===== config.mk =====
export PLATFORM = sky130hd
export DESIGN_NAME = pc_seq_flat
export DESIGN_NICKNAME = d
export VERILOG_FILES = /design/src/rtl/pc_seq_pkg.sv /design/src/rtl/pc_seq_if.sv /design/src/rtl/pc_seq_ret_stack.sv /design/src/rtl/pc_seq.sv /design/src/flat_wrapper.sv
export SDC_FILE = /design/constraint.sdc
export NUM_CORES = 1
export LEC_CHECK = 0
export CORE_ASPECT_RATIO = 0.75
export CORE_MARGIN = 5
export CORE_UTILIZATION = 51
export DETAILED_ROUTE_END_ITERATION = 16
export PLACE_DENSITY = 0.82
export SLEW_MARGIN = 20
export SYNTH_ARGS = -nofsm -noshare
export SYNTH_HDL_FRONTEND = slang
export SYNTH_SLANG_ARGS = --single-unit

===== constraint.sdc =====
create_clock -name clk -period 2.5 [get_ports clk]
set_clock_uncertainty 0.15 [all_clocks]
set_input_delay 0.25 -clock clk [delete_from_list [all_inputs] [get_ports clk]]
set_output_delay 0.25 -clock clk [all_outputs]
set_load 0.02 [all_outputs]

===== src/rtl/pc_seq_pkg.sv =====
// Shared definitions for the program-counter sequencer: opcode encodings,
// ALU-class match and FSM state encoding.
package pc_seq_pkg;

  localparam logic [3:0] OP_LDI  = 4'b1000;
  localparam logic [3:0] OP_J    = 4'b1001;
  localparam logic [3:0] OP_JZ   = 4'b1010;
  localparam logic [3:0] OP_JNZ  = 4'b1011;
  localparam logic [3:0] OP_CALL = 4'b1100;
  localparam logic [3:0] OP_RET  = 4'b1101;
  localparam logic [3:0] OP_RETI = 4'b1110;
  localparam logic [3:0] OP_HALT = 4'b1111;

  // ALU-class opcodes are exactly those with bit 3 clear
  localparam logic [5:0] ALU_MASK = 6'b001000;

  typedef enum logic [1:0] {
    ST_RUN  = 2'd0,
    ST_HALT = 2'd1,
    ST_ERR  = 2'd2
  } state_t;

  function automatic logic is_alu(input logic [5:0] op);
    return (op & ALU_MASK) == 6'b000000;
  endfunction

endpackage


===== src/rtl/pc_seq_if.sv =====
// Decoder <-> sequencer signal bundle; master is the fetch/decode side,
// slave is the sequencer.
interface pc_seq_if #(parameter int AW = 10) ();
  logic [5:0]    opcode;
  logic [AW-1:0] addr;
  logic          z;
  logic          irq;
  logic          start;
  logic [AW-1:0] pc;
  logic          exec;
  logic          irq_ack;
  logic          halted;
  logic          stack_err;

  modport master (
    output opcode, addr, z, irq, start,
    input  pc, exec, irq_ack, halted, stack_err
  );

  modport slave (
    input  opcode, addr, z, irq, start,
    output pc, exec, irq_ack, halted, stack_err
  );
endinterface


===== src/rtl/pc_seq_ret_stack.sv =====
// Hardware return-address LIFO; top of stack is visible combinationally.
// The caller guarantees push/pop never coincide and never over/underflow.
module ret_stack #(
  parameter int AW    = 10,
  parameter int DEPTH = 4
) (
  input  logic          clk,
  input  logic          reset,
  input  logic          push,
  input  logic          pop,
  input  logic [AW-1:0] din,
  output logic [AW-1:0] dout,
  output logic          full,
  output logic          empty
);
  localparam int SPW = $clog2(DEPTH) + 1;

  logic [AW-1:0]  r_mem [DEPTH];
  logic [SPW-1:0] r_sp;
  logic [SPW-1:0] w_sp_m1;

  assign w_sp_m1 = r_sp - SPW'(1);
  assign dout    = r_mem[w_sp_m1[SPW-2:0]];
  assign full    = (r_sp == SPW'(DEPTH));
  assign empty   = (r_sp == '0);

  always_ff @(posedge clk or negedge reset) begin
    if (!reset)    r_sp <= '0;
    else if (push) r_sp <= r_sp + SPW'(1);
    else if (pop)  r_sp <= w_sp_m1;
  end

  always_ff @(posedge clk) begin
    if (push) r_mem[r_sp[SPW-2:0]] <= din;
  end
endmodule


===== src/rtl/pc_seq.sv =====
// Program-counter sequencer: next-pc selection, call/return stack, halt/resume
// and a single-level maskable interrupt. ERR is terminal until reset.
module pc_seq
  import pc_seq_pkg::*;
#(
  parameter int            AW      = 10,
  parameter int            DEPTH   = 4,
  parameter logic [AW-1:0] IRQ_VEC = AW'(1)
) (
  input logic   clk,
  input logic   reset,
  pc_seq_if.slave bus
);
  state_t        r_state;
  logic [AW-1:0] r_pc;
  logic          r_ie;
  logic          r_stack_err;

  state_t        w_state_nxt;
  logic [AW-1:0] w_pc_nxt;
  logic [AW-1:0] w_pc_inc;
  logic [AW-1:0] w_din;
  logic [AW-1:0] w_dout;
  logic          w_ie_nxt;
  logic          w_push;
  logic          w_pop;
  logic          w_full;
  logic          w_empty;
  logic          w_err;
  logic          w_take_irq;

  assign w_pc_inc   = r_pc + AW'(1);
  assign w_take_irq = bus.irq && r_ie && (r_state != ST_ERR);
  assign w_err      = (w_push && w_full) || (w_pop && w_empty);

  ret_stack #(.AW(AW), .DEPTH(DEPTH)) u_stack (
    .clk   (clk),
    .reset (reset),
    .push  (w_push && !w_err),
    .pop   (w_pop && !w_err),
    .din   (w_din),
    .dout  (w_dout),
    .full  (w_full),
    .empty (w_empty)
  );

  always_comb begin
    w_pc_nxt    = r_pc;
    w_state_nxt = r_state;
    w_ie_nxt    = r_ie;
    w_push      = 1'b0;
    w_pop       = 1'b0;
    w_din       = w_pc_inc;
    if (w_take_irq) begin
      // RUN re-executes the interrupted instruction; HALT resumes after it
      w_push      = 1'b1;
      w_din       = (r_state == ST_HALT) ? w_pc_inc : r_pc;
      w_pc_nxt    = IRQ_VEC;
      w_ie_nxt    = 1'b0;
      w_state_nxt = ST_RUN;
    end else if (r_state == ST_HALT) begin
      if (bus.start) begin
        w_pc_nxt    = w_pc_inc;
        w_state_nxt = ST_RUN;
      end
    end else if (r_state == ST_RUN) begin
      if (is_alu(bus.opcode)) begin
        w_pc_nxt = w_pc_inc;
      end else begin
        case (bus.opcode[3:0])
          OP_LDI:  w_pc_nxt = w_pc_inc;
          OP_J:    w_pc_nxt = bus.addr;
          OP_JZ:   w_pc_nxt = bus.z ? bus.addr : w_pc_inc;
          OP_JNZ:  w_pc_nxt = bus.z ? w_pc_inc : bus.addr;
          OP_CALL: begin
            w_push   = 1'b1;
            w_pc_nxt = bus.addr;
          end
          OP_RET: begin
            w_pop    = 1'b1;
            w_pc_nxt = w_dout;
          end
          OP_RETI: begin
            w_pop    = 1'b1;
            w_pc_nxt = w_dout;
            w_ie_nxt = 1'b1;
          end
          OP_HALT: w_state_nxt = ST_HALT;
          default: w_pc_nxt = r_pc;
        endcase
      end
    end
  end

  always_ff @(posedge clk or negedge reset) begin
    if (!reset) begin
      r_pc        <= '0;
      r_state     <= ST_RUN;
      r_ie        <= 1'b1;
      r_stack_err <= 1'b0;
    end else if (w_err) begin
      r_state     <= ST_ERR;
      r_stack_err <= 1'b1;
    end else begin
      r_pc    <= w_pc_nxt;
      r_state <= w_state_nxt;
      r_ie    <= w_ie_nxt;
    end
  end

  assign bus.pc        = r_pc;
  assign bus.exec      = (r_state == ST_RUN) && !w_take_irq;
  assign bus.irq_ack   = w_take_irq;
  assign bus.halted    = (r_state == ST_HALT);
  assign bus.stack_err = r_stack_err;
endmodule


===== src/flat_wrapper.sv =====
// flat-port wrapper written by rule: the top's interface ports become plain ports
module pc_seq_flat import pc_seq_pkg::*;
#(
  parameter int            AW      = 10,
  parameter int            DEPTH   = 4,
  parameter logic [AW-1:0] IRQ_VEC = AW'(1)
)
  (clk, reset, bus_opcode, bus_addr, bus_z, bus_irq, bus_start, bus_pc, bus_exec, bus_irq_ack, bus_halted, bus_stack_err);
  pc_seq_if #(.AW(AW)) bus_i ();
  input logic clk;
  input logic reset;
  input wire logic [$bits(bus_i.opcode)-1:0] bus_opcode;
  input wire logic [$bits(bus_i.addr)-1:0] bus_addr;
  input wire logic [$bits(bus_i.z)-1:0] bus_z;
  input wire logic [$bits(bus_i.irq)-1:0] bus_irq;
  input wire logic [$bits(bus_i.start)-1:0] bus_start;
  output wire logic [$bits(bus_i.pc)-1:0] bus_pc;
  output wire logic [$bits(bus_i.exec)-1:0] bus_exec;
  output wire logic [$bits(bus_i.irq_ack)-1:0] bus_irq_ack;
  output wire logic [$bits(bus_i.halted)-1:0] bus_halted;
  output wire logic [$bits(bus_i.stack_err)-1:0] bus_stack_err;
  assign bus_i.opcode = bus_opcode;
  assign bus_i.addr = bus_addr;
  assign bus_i.z = bus_z;
  assign bus_i.irq = bus_irq;
  assign bus_i.start = bus_start;
  assign bus_pc = bus_i.pc;
  assign bus_exec = bus_i.exec;
  assign bus_irq_ack = bus_i.irq_ack;
  assign bus_halted = bus_i.halted;
  assign bus_stack_err = bus_i.stack_err;
  pc_seq #(.AW(AW), .DEPTH(DEPTH), .IRQ_VEC(IRQ_VEC)) u_core (.clk(clk), .reset(reset), .bus(bus_i));
endmodule

==> results of run 1 <==
==> state kept, by name (all words and copies together) (netlist names) <==
register / count
u_core.bus.pc: 10
u_core.bus.stack_err: 1
u_core.r_ie: 1
u_core.r_state: 2
u_core.u_stack.r_mem: 40
u_core.u_stack.r_sp: 3
==> layer usage <==
metal,GRT usage,up-vias,part of all wire
li1,-,1180,-
met2,0.341,111,0.46
met5,0,-,0
met3,0.0588,10,0.087
met1,0.294,1272,0.44
met4,0.0708,0,0.012
==> logic make-up after synthesis <==
group	Yosys count
AO/OA/AOI/OAI	66
AND/OR/NAND/NOR	95
flip-flops	57
adder cells (fa/ha/maj)	7
XOR/XNOR	19
buffers and inverters	27
multiplexers	11
==> path summary, 6_finish.rpt <==
path                                        end                    from  slack (ns)
max in group asynchronous           u_core.r_ie                   reset        1.83
min                            u_core.bus.pc[6]                   reset         0.1
min reg2reg                u_core.bus.stack_err    u_core.bus.stack_err        0.33
max reg2reg                    u_core.bus.pc[8]  u_core.u_stack.r_sp[0]        0.18
min in group clk           u_core.bus.stack_err    u_core.bus.stack_err        0.33
max                                    bus_exec       u_core.r_state[0]        0.11
==> synthesized netlist by cell type (4+ instances only) <==
cell type and count:
a21oi_1 9, a22o_1 6, a31oi_1 4, and2_1 10, and3_1 4, buf_2 7
clkbuf_1 7, dfrtp_1 16, edfxtp_1 40, ha_1 7, inv_1 9, mux4_2 10
nand2_1 23, nand2b_1 6, nand3_1 7, nor2_1 16, nor3_1 7, o211ai_1 4
o21ai_0 18, xnor2_1 7, xor2_1 12
==> cell type report <==
class                           instances  share of cell area
Sequential cell                        57               0.397
Multi-Input combinational cell        198               0.365
Timing Repair Buffer                   65               0.151
Clock buffer                            9              0.0302
Tap cell                               81              0.0247
Clock inverter                          7              0.0232
Inverter                                9             0.00824
==> power groups by stage <==
stage | clock network, mW | registers, mW | logic, mW
floorplan | 0 | 1.54 | 1.17
global placement | 0 | 1.50 | 1.90
detailed placement | 0 | 1.52 | 1.97
CTS | 0.972 | 1.50 | 1.98
global route | 1.02 | 1.53 | 2.14
finish | 0.958 | 1.50 | 1.98
==> critical path: cells and delay by family (launching register included) <==
kind,cells,cell delay [ns]
buf+inv,3,0.95
flops,1,0.45
simple gates,1,0.24
==> results.py, run 1 <==
metrics = {
    "logic_synthesis": {
        "synth_top_family_by_area": "simple AND/OR/NAND/NOR gates",
        "synth.top_cell.area_share": 0.369,
        "syn_area_um2": 3250,
        "synth_edf_count": 40,
        "muxShareOfSynthArea": 0.0727,
        "yosys.area_share.adder": 0.0269,
        "yosysTopAreaCell": "edfxtp_1",
        "yosysWarningCount": 0,
        "ys_ff_latch": 57,
        "synth_compound_area_frac": 0.149,
        "synth_seq_area_share": 0.501,
        "synthTopCellsByArea": "edfxtp_1 37%, dfrtp_1 12%, mux4_2 6.9%",
        "syn_avg_cell_area_um2": 11.5,
        "synth-simple-area-share": 0.160,
        "syn_nets": 310,
        "synth_cell_types": 57,
        "synth-async-reset-ratio": 0.298,
        "synthCells": 282,
        "synth_xor_area_frac": 0.0512,
        "ys.flop_type": "edfxtp_1",
    },
    "critical_path": {
        "worstSetupEndpointType": "output pin",
        "crit_slowest_cell": "clkdlybuf4s50_1",
        "critPathMaxFanout": 7,
        "slowest_delay_ns": 0.59,
        "cp_data_required_time_ns": 2.10,
        "worstSetupStartpointType": "flop",
        "cp_common_cell": "buf_4",
        "worstRegToRegCells": 8,
        "critPathKind": "reg -> out",
        "crit_arrival_ns": 1.99,
        "crit_chain": "buf_4, nor3_4, buf_4, clkdlybuf4s50_1",
    },
    "grt": {
        "grtUsageTotal": 0.218,
        "grt_pass1_wl_um": 13200,
        "grt_pass1_vias": 2551,
        "grt_max_degree": 18,
        "grt_overflow": 0,
        "grt_antenna_before_repair": 0,
    },
    "power_and_ir_drop": {
        "combPwrFrac": 0.445,
        "ir_worst_vdd_mv": 0.613,
        "power_mw": 4.44,
        "internal_power_mw": 2.80,
        "switchingPower_mw": 1.63,
        "leakage_nw": 1.59,
        "p_clk_frac": 0.216,
        "p_sw_frac": 0.368,
        "seqPwrFrac": 0.339,
        "powerDensity_nw_per_um2": 1080,
    },
    "clock_tree": {
        "cts.repair.resized": 0,
        "htree_levels": 3,
        "numCtsBuffers": 9,
        "postCtsSetupBuffers": 0,
        "cts_hold_buf": 0,
        "cts_tree": "yes",
        "cts.reportedPaths.clkPinSlew_ns": 0.07,
        "clock_latency_ns": 0.35,
        "cts_buffer_depth": 2,
        "cts.sinks": 57,
        "root_buffer": "clkbuf_8",
    },
    "timing": {
        "worst_slew_pin_slew_ns": 0.518,
        "hold_viol_final": 0,
        "finalSetupViolCount": 0,
        "fin_crit_sh": 0.957,
        "tns_ns": 0,
        "relSlewSlack": 0.652,
        "whs_ns": 0.0962,
        "fmax_mhz": 418,
        "fin_ws_ns": 0.108,
        "rsz0062_at_grt": "false",
        "slew_viol_final": 0,
        "finalCriticalPeriod_ns": 2.39,
    },
    "route": {
        "routedWlPerCell_um": 19.1,
        "drcViolationCount": 0,
        "vias": 2573,
        "ant_nets": 0,
        "first_pass_iters": 6,
        "finalWirelength_um": 8120,
        "drtIter0Drc": 206,
        "vias_per_cell": 6.04,
    },
    "cells_and_area": {
        "design_area_um2": 4100,
        "multi_input_area_um2": 1500,
        "area_growth_pct": 26.1,
        "layout-drive-gt1-share": 0.206,
        "num_antenna_cells": 0,
        "final_cell_mix": "40 x edfxtp_1, 31 x clkdlybuf4s50_1, 29 x buf_4",
        "final_core_util": 0.655,
        "fillers": 486,
        "layout.cells.non_filler": 426,
        "seqCellArea_um2": 1630,
        "fin_nets": 368,
        "layout_commonest_cell": "edfxtp_1",
    },
    "floorplan": {
        "die_w_um": 102,
        "fp.dieH_um": 79.2,
        "rows": 25,
        "initial_core_util": 0.520,
        "core-area_um2": 6260,
        "dieArea_um2": 8090,
        "ioPinCount": 35,
    },
    "outcome": {
        "status": "complete, no violations",
    },
    "placement": {
        "io_buffers": 32,
        "dp_slack_ns": 0.0485,
        "postPlaceCellArea_um2": 3880,
        "place_hpwl_um": 6000,
        "gp_congestion": 0.985,
        "placed_cells": 410,
    },
    "job": {
        "max-cap-violations": 0,
    },
    "min_path": {
        "hold_path_class": "in -> async",
    },
}
No activity file was read; power rests on OpenSTA's default activity.
==> run 2: changes to the inputs <==
CORE_UTILIZATION = 40   (was 51)
PLACE_DENSITY = 0.68   (was 0.82)
SETUP_SLACK_MARGIN = 0.05   (was unset)
==> results.py, run 2 (synthesis gave the netlist of run 1 again) <==
metrics = {
    "outcome": {
        "status": "complete, no violations",
    },
    "grt": {
        "grtUsageTotal": 0.171,
        "grt_pass1_vias": 2480,
        "grt_pass1_wl_um": 12900,
        "grt_max_degree": 18,
        "grt_antenna_before_repair": 0,
        "grt_overflow": 0,
    },
    "critical_path": {
        "path_buf_inv": 2,
        "critPathKind": "reg -> out",
        "r2r_setup_slack_ns": 0.23,
        "cp_data_required_time_ns": 2.10,
        "worstRegToRegCells": 8,
        "crit_chain": "nand2b_1, inv_1, clkdlybuf4s50_1",
        "crit_slowest_cell": "clkdlybuf4s50_1",
        "worstSetupStartpointType": "flop",
        "r2r-start": "u_core.u_stack.r_sp[0]",
        "slowest_delay_ns": 0.64,
        "critPathMaxFanout": 11,
        "critPathTopFamily": "buffers and inverters",
        "r2r_end": "u_core.bus.pc[2]",
        "crit_arrival_ns": 1.91,
        "worstSetupEndpointType": "output pin",
    },
    "cells_and_area": {
        "layout_commonest_cell": "edfxtp_1",
        "area_growth_pct": 27.7,
        "final_cell_mix": "40 x edfxtp_1, 35 x buf_4, 30 x clkdlybuf4s50_1",
        "fin_nets": 374,
        "layout-drive-gt1-share": 0.222,
        "largest_reg_flops": 40,
        "num_antenna_cells": 0,
        "fillers": 719,
    },
    "route": {
        "vias": 2505,
        "finalWirelength_um": 8090,
        "drtIter0Drc": 226,
        "ant_nets": 0,
        "routedWlPerCell_um": 17.7,
        "vias_per_cell": 5.49,
        "drcViolationCount": 0,
        "first_pass_iters": 4,
    },
    "clock_tree": {
        "numCtsBuffers": 9,
        "cts.reportedPaths.clkPinSlew_ns": 0.07,
        "cts_buffer_depth": 2,
        "cts.sinks": 57,
        "htree_levels": 3,
        "root_buffer": "clkbuf_8",
        "postCtsSetupBuffers": 0,
        "clock_latency_ns": 0.34,
        "cts_tree": "yes",
    },
    "timing": {
        "fin_ws_ns": 0.187,
        "relSlewSlack": 0.690,
        "worst_slew_pin_slew_ns": 0.462,
        "hold_viol_final": 0,
        "finalCriticalPeriod_ns": 2.31,
        "slew_viol_final": 0,
        "rsz0062_at_grt": "false",
        "fin_crit_sh": 0.925,
        "fmax_mhz": 432,
        "whs_ns": 0.0926,
        "finalSetupViolCount": 0,
    },
    "placement": {
        "io_buffers": 32,
        "dp_slack_ns": -0.0394,
        "gp_congestion": 0.866,
        "place_hpwl_um": 6130,
    },
    "min_path": {
        "hold_path_class": "in -> async",
    },
    "floorplan": {
        "initial_core_util": 0.411,
        "rows": 28,
        "core-area_um2": 7920,
        "dieArea_um2": 10100,
        "fp.dieH_um": 88.1,
        "ioPinCount": 35,
        "die_w_um": 114,
    },
    "power_and_ir_drop": {
        "p_clk_frac": 0.196,
        "combPwrFrac": 0.457,
        "ir_worst_vdd_mv": 0.809,
        "seqPwrFrac": 0.347,
        "powerDensity_nw_per_um2": 1040,
        "p_sw_frac": 0.372,
        "leakage_nw": 1.61,
        "switchingPower_mw": 1.60,
        "internal_power_mw": 2.71,
    },
    "job": {
        "max-cap-violations": 0,
    },
}
## run 2: how the worst max path moves through the flow
stage / end / depth (start not counted) / startpoint / slack, ns
2_1_floorplan: u_core.bus.pc[2] / 9 / u_core.u_stack.r_sp[0] / 0.05
3_3_place_gp: u_core.bus.pc[0] / 7 / bus_opcode[0] / -0.04
3_5_place_dp: u_core.bus.pc[0] / 7 / bus_opcode[0] / -0.04
4_1_cts: bus_exec / 4 / u_core.r_state[0] / 0.07
5_1_grt: u_core.u_stack.r_mem[1][8] / 6 / u_core.bus.pc[0] / 0.07
6_report: bus_halted / 3 / u_core.r_state[1] / 0.19
## run 2: through the flow
step	power (mW)	setup TNS (ns)	instances	util	cell area [um2]
after global routing	4.59	0	456	0.524	4150
after floorplan	2.71	0	282	-	3260
after detailed placement	3.48	-0.0582	440	0.499	3950
final	4.32	0	456	0.524	4150
after global placement	3.45	-0.0425	440	0.499	3950
after CTS	4.33	0	456	0.524	4150
## run 2: cell type report
class                      instances  area [um2]  share of cell area
clock inverter                     7        71.3              0.0172
sequential                        57        1630               0.392
inverter                           9        33.8             0.00814
clock buffer                       9         124              0.0298
multi-input combinational        198        1500               0.361
timing repair buffer              71         664               0.160
tap                              105         131              0.0316
## run 2: per-layer routing
metal  share of wire  track usage  up-vias
li1                -            -     1190
met1            0.48        0.245     1216
met2            0.43        0.256       88
met3           0.069       0.0539       11
met4           0.014       0.0399        0
met5               0            0        -
## run 2: timing repair
action,in CTS,in global routing
endpoints found under the setup margin,1,3
resized for setup,1,3
hold buffers,0,0
## run 2: power by group through the flow
stage	clock, mW	sequential [mW]	combinational (mW)
after global placement	0	1.50	1.95
after detailed placement	0	1.51	1.97
after floorplan	0	1.54	1.17
after global routing	0.909	1.52	2.16
final	0.845	1.50	1.98
after CTS	0.859	1.50	1.98
==> run 3: changes to the inputs <==
CORE_UTILIZATION = 39   (was 40)
PLACE_DENSITY = 0.67   (was 0.68)
SETUP_SLACK_MARGIN = 0.4   (was 0.05)
==> results.py, run 3 (synthesis gave the netlist of run 1 again) <==
metrics = {
    "grt": {
        "grt_pass1_wl_um": 13000,
        "grt_max_degree": 18,
        "grtUsageTotal": 0.172,
        "grt_antenna_before_repair": 0,
        "grt_pass1_vias": 2468,
        "grt_overflow": 0,
    },
    "timing": {
        "fmax_mhz": 470,
        "finalSetupViolCount": 0,
        "worst_slew_pin_slew_ns": 0.450,
        "slew_viol_final": 0,
        "rsz0062_at_grt": "true",
        "fin_crit_sh": 0.852,
        "hold_viol_final": 0,
        "tns_ns": 0,
        "finalCriticalPeriod_ns": 2.13,
        "relSlewSlack": 0.698,
        "whs_ns": 0.0890,
    },
    "floorplan": {
        "ioPinCount": 35,
        "fp.dieH_um": 89.1,
        "die_w_um": 115,
        "rows": 28,
        "core-area_um2": 8020,
        "dieArea_um2": 10300,
        "initial_core_util": 0.405,
    },
    "route": {
        "finalWirelength_um": 8440,
        "vias_per_cell": 5.54,
        "vias": 2548,
        "routedWlPerCell_um": 18.4,
        "drcViolationCount": 0,
        "first_pass_iters": 5,
        "drtIter0Drc": 129,
        "ant_nets": 0,
    },
    "critical_path": {
        "r2r-start": "u_core.u_stack.r_sp[1]",
        "cp_data_required_time_ns": 2.59,
        "worstRegToRegCells": 8,
        "crit_arrival_ns": 2.22,
        "r2r_end": "u_core.bus.pc[8]",
        "critPathKind": "reg -> reg",
        "worstSetupEndpointType": "flop",
        "critPathMaxFanout": 5,
        "r2r_setup_slack_ns": 0.37,
        "worstSetupStartpointType": "flop",
    },
    "clock_tree": {
        "cts.sinks": 57,
        "cts.reportedPaths.clkPinSlew_ns": 0.07,
        "numCtsBuffers": 9,
        "root_buffer": "clkbuf_8",
        "cts_tree": "yes",
        "htree_levels": 3,
        "cts_buffer_depth": 2,
        "clock_latency_ns": 0.34,
    },
    "placement": {
        "postPlaceCellArea_um2": 3940,
        "io_buffers": 32,
        "gp_congestion": 0.836,
        "place_hpwl_um": 6010,
    },
    "cells_and_area": {
        "layout_commonest_cell": "edfxtp_1",
        "design_area_um2": 4280,
        "final_cell_mix": "40 x edfxtp_1, 35 x buf_4, 28 x clkdlybuf4s50_1",
        "layout-drive-gt1-share": 0.304,
        "area_growth_pct": 31.7,
        "largest_reg_flops": 40,
        "fin_nets": 378,
        "num_antenna_cells": 0,
    },
    "min_path": {
        "hold_path_class": "in -> async",
    },
    "power_and_ir_drop": {
        "leakage_nw": 1.63,
        "ir_worst_vdd_mv": 0.750,
        "powerDensity_nw_per_um2": 1050,
        "power_mw": 4.51,
    },
    "outcome": {
        "status": "complete, no violations",
    },
    "job": {
        "max-cap-violations": 0,
    },
}
## run 3: changes by cell type in the layout (fill, tap and decap cells not counted), moves of 3 or more
cell / previous run / this run
and2_2: 0 / 3
dfrtp_2: 1 / 4
o21ai_0: 18 / 13
and2_1: 10 / 5
inv_1: 9 / 6
o21ai_1: 0 / 5
dfrtp_1: 15 / 12
## run 3: area by class of cell
class,instances,area [um2]
clock buffer,9,124
clock inverter,7,55.1
fill,700,3740
inverter,9,36.3
multi-input combinational,198,1600
sequential,57,1630
tap,105,131
timing repair buffer,75,702
## run 3: critical path: stages (launching register included)
cell and delay (ns):
dfrtp_1 0.38, inv_2 0.07, ha_4 0.17, ha_4 0.15
and2_4 0.14, a32oi_4 0.22, nand3_4 0.15, or4_1 0.48
o211ai_1 0.11
## run 3: per-layer routing
metal  track usage  vias up  routed length [um]
li1              -     1196                   -
met1         0.237     1268                3950
met2         0.269       74                3950
met3        0.0406       10                 461
met4        0.0554        0                  75
met5             0        -                   0
## run 3: worst max path at each step
stage	start	to	slack [ns]	cells after the start
2_1_floorplan	u_core.u_stack.r_sp[0]	u_core.bus.pc[8]	0.23	9
3_3_place_gp	bus_opcode[0]	u_core.bus.pc[0]	0.009	7
3_5_place_dp	bus_opcode[0]	u_core.bus.pc[8]	-0.05	8
4_1_cts	u_core.u_stack.r_sp[0]	u_core.bus.pc[8]	0.34	8
5_1_grt	u_core.bus.pc[0]	u_core.bus.pc[8]	0.30	7
6_report	u_core.u_stack.r_sp[1]	u_core.bus.pc[8]	0.37	8
## run 3: metrics by stage
| step | setup WS [ns] | instances | utilization |
|---|---|---|---|
| global placement | 0.00893 | 434 | 0.491 |
| floorplan | 0.230 | 282 | - |
| detailed placement | -0.0467 | 434 | 0.491 |
| global route | 0.303 | 460 | 0.534 |
| CTS | 0.335 | 458 | 0.524 |
| finish | 0.370 | 460 | 0.534 |
## run 3: timing repair
action | 4_1_cts | 5_1_grt
pin swaps | 3 | 3
hold buffers | 0 | 0
cloned | 0 | 0
resized for setup | 16 | 23
setup buffers | 8 | 2
endpoints found under the setup margin | 63 | 74
## run 3: power breakdown
part	switching (mW)	internal, mW	total, mW	leakage, nW
registers	0.223	1.31	1.53	0.570
clock network	0.414	0.367	0.781	0.0862
logic	1.09	1.11	2.20	0.973
total	1.72	2.79	4.51	1.63
